## config.mk

```make
export PLATFORM = sky130hd
export DESIGN_NAME = center_pwm_gen_flat
export DESIGN_NICKNAME = d
export VERILOG_FILES = /design/src/rtl/center_pwm_gen_if.sv /design/src/rtl/center_pwm_gen.sv /design/src/flat_wrapper.sv
export SDC_FILE = /design/constraint.sdc
export NUM_CORES = 1
export LEC_CHECK = 0
export BUFFER_PORTS_ARGS = -buffer_cell sky130_fd_sc_hd__buf_2
export CAP_MARGIN = 20
export CELL_PAD_IN_SITES_DETAIL_PLACEMENT = 0
export CELL_PAD_IN_SITES_GLOBAL_PLACEMENT = 1
export CORE_ASPECT_RATIO = 1.2
export CORE_UTILIZATION = 29
export DETAILED_ROUTE_END_ITERATION = 7
export PLACE_DENSITY = 0.65
export REMOVE_ABC_BUFFERS = 1
export SYNTH_ARGS = -nofsm -noshare
export SYNTH_HDL_FRONTEND = slang
export SYNTH_SLANG_ARGS = --single-unit
```

## constraint.sdc

```tcl
create_clock -name clk -period 8.5 [get_ports clk]
set_input_delay 0.425 -clock clk [delete_from_list [all_inputs] [get_ports clk]]
set_output_delay 0.425 -clock clk [all_outputs]
set_load 0.02 [all_outputs]
```

## src/rtl/center_pwm_gen_if.sv

```systemverilog
// Control and status bundle for center_pwm_gen: run/duty controls in, waveform and duty status out.
interface center_pwm_gen_if #(
  parameter int unsigned WIDTH = 7
) ();
  logic             en;
  logic [WIDTH-1:0] duty;
  logic             duty_load;
  logic             pwm_out;
  logic             period_start;
  logic [WIDTH-1:0] duty_active;
  logic             pending;

  modport master (
    output en, duty, duty_load,
    input  pwm_out, period_start, duty_active, pending
  );

  modport slave (
    input  en, duty, duty_load,
    output pwm_out, period_start, duty_active, pending
  );
endinterface

```

## src/rtl/center_pwm_gen.sv

```systemverilog
// Centre-aligned PWM generator standing in for the joystick comparator path.
// Duty is double-buffered and only takes effect on a period boundary.
module center_pwm_gen #(
  parameter int unsigned WIDTH          = 7,
  parameter int unsigned STEPS          = 100,
  parameter int unsigned TICKS_PER_STEP = 2000
) (
  input  logic              clk,
  input  logic              rst_n,
  center_pwm_gen_if.slave   bus
);

  localparam int unsigned PERIOD_TICKS = STEPS * TICKS_PER_STEP;
  localparam int unsigned POS_W        = (PERIOD_TICKS > 1) ? $clog2(PERIOD_TICKS) : 1;
  localparam int unsigned CMP_W        = POS_W + 1;
  localparam logic [POS_W-1:0] POS_LAST = POS_W'(PERIOD_TICKS - 1);
  localparam logic [CMP_W-1:0] PERIOD_C = CMP_W'(PERIOD_TICKS);
  localparam logic [WIDTH-1:0] STEPS_C  = WIDTH'(STEPS);

  typedef enum logic {
    IDLE,
    RUN
  } state_t;

  state_t           state_q, state_d;
  logic [POS_W-1:0] pos_q, pos_d;
  logic             pwm_q, pwm_d;
  logic             period_start_q, period_start_d;
  logic             pending_q, pending_d;
  logic [WIDTH-1:0] duty_active_q, duty_active_d;
  logic [WIDTH-1:0] pend_duty_q, pend_duty_d;
  logic [WIDTH-1:0] duty_sat;
  logic             boundary;
  logic [CMP_W-1:0] on_ticks;
  logic [CMP_W-1:0] half_on;
  logic [CMP_W-1:0] pos_ext;

  always_comb begin
    state_d        = bus.en ? RUN : IDLE;
    pos_d          = '0;
    duty_active_d  = duty_active_q;
    pending_d      = pending_q;
    pend_duty_d    = pend_duty_q;

    if (state_d == RUN && state_q == RUN && pos_q != POS_LAST) begin
      pos_d = pos_q + POS_W'(1);
    end

    // A boundary is any edge landing on pos 0 in RUN, including IDLE->RUN.
    boundary = (state_d == RUN) && (pos_d == '0);
    duty_sat = (bus.duty > STEPS_C) ? STEPS_C : bus.duty;

    if (bus.duty_load) begin
      pend_duty_d = duty_sat;
      pending_d   = 1'b1;
    end

    // A load coinciding with the boundary bypasses the pending register.
    if (boundary) begin
      if (bus.duty_load) begin
        duty_active_d = duty_sat;
      end else if (pending_q) begin
        duty_active_d = pend_duty_q;
      end
      pending_d = 1'b0;
    end

    // Compare against next-state values so pwm_out lines up with pos.
    on_ticks       = CMP_W'(duty_active_d) * CMP_W'(TICKS_PER_STEP);
    half_on        = on_ticks >> 1;
    pos_ext        = CMP_W'(pos_d);
    pwm_d          = (state_d == RUN) &&
                     ((pos_ext < half_on) || (pos_ext >= PERIOD_C - half_on));
    period_start_d = boundary;
  end

  always_ff @(posedge clk or negedge rst_n) begin
    if (!rst_n) begin
      state_q        <= IDLE;
      pos_q          <= '0;
      pwm_q          <= 1'b0;
      period_start_q <= 1'b0;
      pending_q      <= 1'b0;
      duty_active_q  <= '0;
      pend_duty_q    <= '0;
    end else begin
      state_q        <= state_d;
      pos_q          <= pos_d;
      pwm_q          <= pwm_d;
      period_start_q <= period_start_d;
      pending_q      <= pending_d;
      duty_active_q  <= duty_active_d;
      pend_duty_q    <= pend_duty_d;
    end
  end

  assign bus.pwm_out      = pwm_q;
  assign bus.period_start = period_start_q;
  assign bus.duty_active  = duty_active_q;
  assign bus.pending      = pending_q;

endmodule
```

## src/flat_wrapper.sv

```systemverilog
// flat-port wrapper written by rule: the top's interface ports become plain ports
module center_pwm_gen_flat 
#(
  parameter int unsigned WIDTH          = 7,
  parameter int unsigned STEPS          = 100,
  parameter int unsigned TICKS_PER_STEP = 2000
)
  (clk, rst_n, bus_en, bus_duty, bus_duty_load, bus_pwm_out, bus_period_start, bus_duty_active, bus_pending);
  center_pwm_gen_if #(.WIDTH(WIDTH)) bus_i ();
  input  logic clk;
  input  logic rst_n;
  input wire logic [$bits(bus_i.en)-1:0] bus_en;
  input wire logic [$bits(bus_i.duty)-1:0] bus_duty;
  input wire logic [$bits(bus_i.duty_load)-1:0] bus_duty_load;
  output wire logic [$bits(bus_i.pwm_out)-1:0] bus_pwm_out;
  output wire logic [$bits(bus_i.period_start)-1:0] bus_period_start;
  output wire logic [$bits(bus_i.duty_active)-1:0] bus_duty_active;
  output wire logic [$bits(bus_i.pending)-1:0] bus_pending;
  assign bus_i.en = bus_en;
  assign bus_i.duty = bus_duty;
  assign bus_i.duty_load = bus_duty_load;
  assign bus_pwm_out = bus_i.pwm_out;
  assign bus_period_start = bus_i.period_start;
  assign bus_duty_active = bus_i.duty_active;
  assign bus_pending = bus_i.pending;
  center_pwm_gen #(.WIDTH(WIDTH), .STEPS(STEPS), .TICKS_PER_STEP(TICKS_PER_STEP)) u_core (.clk(clk), .rst_n(rst_n), .bus(bus_i));
endmodule
```

# [Word level (Yosys, flattened, before mapping)]
# Index checks and enable logic that the tools add are counted.
[totals] reg_bits=36 in_bits=11 output_inout_bits=10 word_cells=29
[op_classes] addsub=2 multipliers=1 n_lt_le_gt_ge=3 eq_ne=1 n_mux=8 n_reduce_logical=7
[ops] cell="$mux W7" n=4
[ops] cell="$ge A18 B19 Y1" n=1
[ops] cell="$sub A18 B17 Y19 const A" n=1
[ops] cell="$add A18 B1 Y18 const B" n=1
[ops] cell="$logic_not A18 Y1" n=1
[ops] cell="$lt A18 B17 Y1" n=1
[ops] cell="$mux W18" n=1
[ops] cell="$ne A18 B18 Y1 const B" n=1
[ops] cell="$mul A7 B7 Y14 const B" n=1
[ops] cell="$gt A7 B7 Y1 const B" n=1
[ops] cell="$logic_and A1 B1 Y1" n=4
[ops] cell="$mux W1" n=3
[ops] cell="$reduce_bool A2 Y1" n=1
[ops] cell="$logic_or A1 B1 Y1" n=1

# [Longest topological paths before layout]
[logic_depth] word_depth=12 ltp_mapped=35 mapped_depth_nobuf=33

# [Least setup slack after synthesis]
# OpenSTA, ideal clock, no wires.
[synth_timing] path_type="register to register" start="register u_core.pos_q[0]" end="register u_core.pwm_q, in the netlist u_core.bus.pwm_out" setup_time_ps=129 arrival_ps=7246 t_required_ps=8371 setup_slack_ps=1125 stages_incl_launch_ff=30 n_path_buf=1 period_less_slack_ps=7375 path_cell_list="dfrtp_1 > ha_1 > nand4_2 > nor4_1 > xnor2_1 > o2111ai_1 > o21ai_1 > buf_4 > a31oi_1 > o21ai_0 > ha_1 > fa_1 > inv_1 > fa_1 > fa_1 > inv_1 > ha_1 > o21ai_0 > o21bai_1 > a2111oi_0 > or2_2 > xnor2_1 > inv_1 > and4_1 > a221o_1 > nor3_2 > ha_1 > a21o_1 > o21ai_0 > a31oi_1"
[synth_between] elab_chain_len=11 word_cells_on_any_way=13 cone_classes="add/sub (2); mul (1); order compare (2); eq/ne (1); mux (2); reduce/logical (5)"
[synth_rtl] item="from (decl)" line="center_pwm_gen.sv:26" text="logic [POS_W-1:0] pos_q, pos_d;"
[synth_rtl] item="from (signal assigned)" line="center_pwm_gen.sv:88" text="pos_q <= pos_d;"
[synth_rtl] item="branches (longest 2 deep; another with $add A18 B1 Y18)"
[synth_rtl] item="$mux W18 *" line="center_pwm_gen.sv:45" text="if (state_d == RUN && state_q == RUN && pos_q != POS_LAST) begin"
[synth_rtl] item="$logic_not A18 Y1 *" line="center_pwm_gen.sv:50" text="boundary = (state_d == RUN) && (pos_d == '0);"
[synth_rtl] item="$logic_and A1 B1 Y1 *" line="center_pwm_gen.sv:50"
[synth_rtl] item="$mux W7 *" line="center_pwm_gen.sv:59" text="if (boundary) begin"
[synth_rtl] item="via u_core.duty_active_d[4]" line="center_pwm_gen.sv:30" text="logic [WIDTH-1:0] duty_active_q, duty_active_d;"
[synth_rtl] item="$mul A7 B7 Y14 *" line="center_pwm_gen.sv:69" text="on_ticks = CMP_W'(duty_active_d) * CMP_W'(TICKS_PER_STEP);"
[synth_rtl] item="$sub A18 B17 Y19" line="center_pwm_gen.sv:73" text="((pos_ext < half_on) || (pos_ext >= PERIOD_C - half_on));"
[synth_rtl] item="$ge A18 B19 Y1" line="center_pwm_gen.sv:73"
[synth_rtl] item="$logic_or A1 B1 Y1 *" line="center_pwm_gen.sv:73"
[synth_rtl] item="$logic_and A1 B1 Y1 *" line="center_pwm_gen.sv:72" text="pwm_d = (state_d == RUN) &&"
[synth_rtl] item="via u_core.pwm_d" line="center_pwm_gen.sv:27" text="logic pwm_q, pwm_d;"
[synth_rtl] item="to (signal assigned)" line="center_pwm_gen.sv:89" text="pwm_q <= pwm_d;"
[synth_rtl] item="to (decl)" line="center_pwm_gen.sv:27"
# Mark *: on every way through the listed nets, which the timed path passes.
# A chain may end at the register's enable or synchronous reset.

# [Worst setup path in the final report]
[layout_timing] start="register u_core.pos_q[0]" end="register u_core.pwm_q, in the netlist u_core.bus.pwm_out"
[layout_between] elab_chain_len=11 word_cells_on_any_way=13 cone_classes="add/sub (2); mul (1); order compare (2); eq/ne (1); mux (2); reduce/logical (5)"
[layout_rtl] item="branches (longest 2 deep; another with $add A18 B1 Y18)"
[layout_rtl] item="$mux W18 *" line="center_pwm_gen.sv:45"
[layout_rtl] item="$logic_not A18 Y1" line="center_pwm_gen.sv:50"
[layout_rtl] item="$logic_and A1 B1 Y1" line="center_pwm_gen.sv:50"
[layout_rtl] item="$mux W7" line="center_pwm_gen.sv:59"
[layout_rtl] item="$mul A7 B7 Y14" line="center_pwm_gen.sv:69"
[layout_rtl] item="$sub A18 B17 Y19" line="center_pwm_gen.sv:73"
[layout_rtl] item="$ge A18 B19 Y1" line="center_pwm_gen.sv:73"
[layout_rtl] item="$logic_or A1 B1 Y1 *" line="center_pwm_gen.sv:73"
[layout_rtl] item="$logic_and A1 B1 Y1 *" line="center_pwm_gen.sv:72"
[layout_rtl] item="via u_core.pwm_d" line="center_pwm_gen.sv:27"
# Marks and branches as above.

==> impl_summary.log <==
[metrics] number of CTS-inserted buffers: 5
[metrics] biggest fanout along the worst timing path: 21
[metrics] post-route met1 wirelength: 4400 um
[metrics] outcome: complete, no violations
[metrics] highest metal used: met4
[metrics] DRC violations left: 0
[metrics] final estimated routing congestion in global placement: 0.833
[metrics] sequential standard cell area: 901 um2
[metrics] overflow left after global routing: 0
[metrics] worst flop-to-flop path endpoint: u_core.bus.pwm_out$_DFF_PN0_
[metrics] simple-gate share of the synthesized area: 20.0%
[metrics] global-route wire length before repair: 16,600 um
[metrics] first-iteration detailed-routing DRC count: 148
[metrics] post-synth design cell area: 4220 um2
[metrics] Register-to-Register Path Depth: 32
[metrics] post-detailed-route count of antenna-violating nets: 0
[metrics] sequential cell area fraction in the yosys report: 21.3%
[metrics] cells after synthesis: 483
[metrics] distinct cell type count of the synthesized netlist: 61
[metrics] synthesized area per cell: 8.74 um2
[metrics] final worst path period share: 93.2%
[metrics] post-synthesis compound-gate area fraction: 15.3%
[metrics] TritonCTS clock tree: done
[metrics] drt first pass iters: 5
[metrics] fmax: 126 MHz
[metrics] slack of the worst reg-to-reg path: 580 ps
[metrics] xor and xnor area share after synthesis: 7.67%
[metrics] register bit total from synthesis: 36
[metrics] # hold bufs at CTS: 0
[metrics] via count: 3,488
[metrics] post-synthesis async set-or-reset flop share: 100%
[metrics] die area: 15,000 um2
[metrics] post-DP HPWL: 7930 um
[metrics] count of fill cells added during filler insertion: 1,454
[metrics] number of max-slew violations in the final report: 0
[metrics] htree depth: 2
[metrics] Critical Path Source Type: register
[metrics] synthesized-area fraction occupied by adder cells: 27.5%
[metrics] max-capacitance violation count: 0
[metrics] Least-Margin Pin Slew: 1030 ps
[metrics] die span in y: 134 um
[metrics] post-CTS clock slew at the launch and capture registers of the worst setup and hold paths: 50 ps
[metrics] crit path time final: 7920 ps
[metrics] antenna violations before repair: 0
[metrics] die width: 112 um
[metrics] endpoint type of the worst setup path: register
[metrics] commonest non-fill, non-tap cells in the layout: ha_1, inv_1, nor2_1
[metrics] CP Data Arrival Time: 8130 ps
[metrics] net total in the final layout: 595
[metrics] leading cell type in the layout, fill and taps excluded: ha_1
[metrics] Worst Setup Path Type: reg -> reg
[metrics] Required @ worst endpoint: 8700 ps
[metrics] total detailed-routing wirelength: 9670 um
[metrics] flip-flop cell with the highest count after synthesis: dfrtp_1
[metrics] final clock skew: 4.63 ps
[metrics] final count of hold timing violations: 0
[metrics] largest net degree at the start of global routing: 37
[metrics] setup repair after global routing missed its margin: false
[metrics] Initial Utilization: 30.2%
[metrics] number of sinks on the clock net: 36
[metrics] vias in the first global route: 3,514
[metrics] area of the placeable core: 14,000 um2
[metrics] Yosys warnings: 0
[metrics] root buffer cell: clkbuf_16
[metrics] via/cell ratio: 5.18
[metrics] WL met3: 221 um
[metrics] detailed-route wire length per cell: 14.3 um
[metrics] count of endpoints failing setup in the final report: 0
[metrics] Sum Neg Setup Slack: 0 ps
[metrics] multi-input combinational cell area: 3070 um2
[metrics] Diodes inserted: 0
[metrics] total length of routed met2 wires: 4910 um
[metrics] Tot GR Track Use: 13.7%
[metrics] number of rows created at floorplan: 47
[metrics] slowest cell on the critical path: fa_1
[metrics] EDFF count, synth: 0
[metrics] launch instance of the worst register-to-register path: u_core.pos_q[0]$_DFF_PN0_
[metrics] path type of the worst min-delay path: in -> async
[metrics] clock network latency to the later pin of the worst-skew pair: 280 ps
[metrics] IO Count: 21
[metrics] Max-slew headroom: 30.8%
[metrics] dominant combinational cell family by area after synthesis: adder cells
[metrics] multiplexer area fraction after synthesis: 1.78%
[metrics] layout overhead on the synthesized area: 11.6%
[metrics] share of layout cells above drive strength 1: 11.1%
[metrics] number of port buffers: 20
[metrics] Slowest Stage Delay on Critical Path: 540 ps
[metrics] deepest clock path buffer count: 2
## timing repair
item | in CTS | in global routing
hold endpoints to repair | 0 | 0
setup buffers | 0 | 0
endpoints found under the setup margin | 0 | 1
gates resized for setup | 0 | 5
## logic make-up after synthesis
family	Yosys count
AOI/OAI and AO/OA	97
xor gates and xnor gates	37
adders and majority gates	82
buffers and inverters	65
DFF	36
muxes	7
and+or+nand+nor	159
## worst max-delay path by stage
stage / from / end / slack (ps) / depth (start not counted)
floorplan: u_core.pos_q[13]$_DFF_PN0_ / u_core.bus.pwm_out$_DFF_PN0_ / -60 / 26
global placement: u_core.pos_q[0]$_DFF_PN0_ / u_core.bus.pwm_out$_DFF_PN0_ / 690 / 32
detailed placement: u_core.pos_q[0]$_DFF_PN0_ / u_core.bus.pwm_out$_DFF_PN0_ / 580 / 32
CTS: u_core.pos_q[0]$_DFF_PN0_ / u_core.bus.pwm_out$_DFF_PN0_ / 530 / 32
global route: u_core.pos_q[0]$_DFF_PN0_ / u_core.bus.pwm_out$_DFF_PN0_ / 30 / 32
finish: u_core.pos_q[0]$_DFF_PN0_ / u_core.bus.pwm_out$_DFF_PN0_ / 580 / 32
## layer usage
layer	up-vias	GRT usage, %
met1	1689	16.4
met4	0	3.78
met5	-	0
met3	12	2.17
met2	41	25.2
li1	1746	-
## cell usage after synthesis (3+ instances only)
| library cell | n | share of area (%) |
|---|---|---|
| ha_1 | 64 | 19 |
| nor2b_1 | 10 | 1.5 |
| nand3_1 | 14 | 1.7 |
| or3_1 | 3 | 0.44 |
| mux2_2 | 3 | 0.80 |
| o21ai_1 | 3 | 0.36 |
| fa_1 | 18 | 8.5 |
| o311ai_0 | 3 | 0.62 |
| a21oi_1 | 17 | 2.0 |
| mux2i_1 | 3 | 0.71 |
| inv_1 | 50 | 4.4 |
| clkbuf_1 | 5 | 0.44 |
| nand4_1 | 9 | 1.3 |
| a31oi_1 | 10 | 1.5 |
| nand2_1 | 25 | 2.2 |
| nor3_1 | 13 | 1.5 |
| o21a_1 | 6 | 1.1 |
| xnor2_1 | 26 | 5.4 |
| a211oi_1 | 4 | 0.71 |
| dfrtp_1 | 36 | 21 |
| o21ai_0 | 26 | 3.1 |
| or2_2 | 5 | 0.74 |
| nor4_1 | 9 | 1.3 |
| buf_2 | 4 | 0.47 |
| and3_1 | 6 | 0.89 |
| buf_4 | 3 | 0.53 |
| xor2_1 | 11 | 2.3 |
| nor2_1 | 45 | 4.0 |
| a21o_1 | 8 | 1.4 |
| nand2b_1 | 5 | 0.74 |
## area by class of cell
cell class / count / area share (%)
flip-flops and latches: 36 / 19.1
multi-input cells: 382 / 65.2
repair buffers: 27 / 3.24
well taps: 171 / 4.54
clock buffers: 7 / 3.24
clock inverters: 1 / 0.637
inverters: 50 / 3.98
## stage by stage
| stage | setup WS (ps) | hold WS, ps | cells | instance area (um2) | utilization [%] |
|---|---|---|---|---|---|
| after global routing | 28.5 | 309 | 674 | 4710 | 33.7 |
| after floorplan | -62.5 | 129 | 468 | 4140 | - |
| after detailed placement | 576 | 476 | 666 | 4520 | 32.3 |
| final | 576 | 233 | 674 | 4710 | 33.7 |
| after CTS | 530 | 262 | 674 | 4700 | 33.6 |
| after global placement | 689 | 467 | 666 | 4520 | 32.3 |
## flip-flops by register name, summed over array words and instances (netlist names)
name / cells
u_core.state_q: 1
u_core.bus.duty_active: 7
u_core.pend_duty_q: 7
u_core.bus.period_start: 1
u_core.bus.pending: 1
u_core.bus.pwm_out: 1
u_core.pos_q: 18
## critical path: cells and delay by family, from the launching register on
kind / cells / cell delay [ps]
compound gates: 15 / 2900
xor+xnor: 1 / 190
fa+ha+maj: 7 / 2990
buf+inv: 5 / 600
flops: 1 / 440
simple gates: 4 / 700
Power is not shown: default switching activity piles up to over one toggle a cycle in this logic, so the estimate is an artifact.
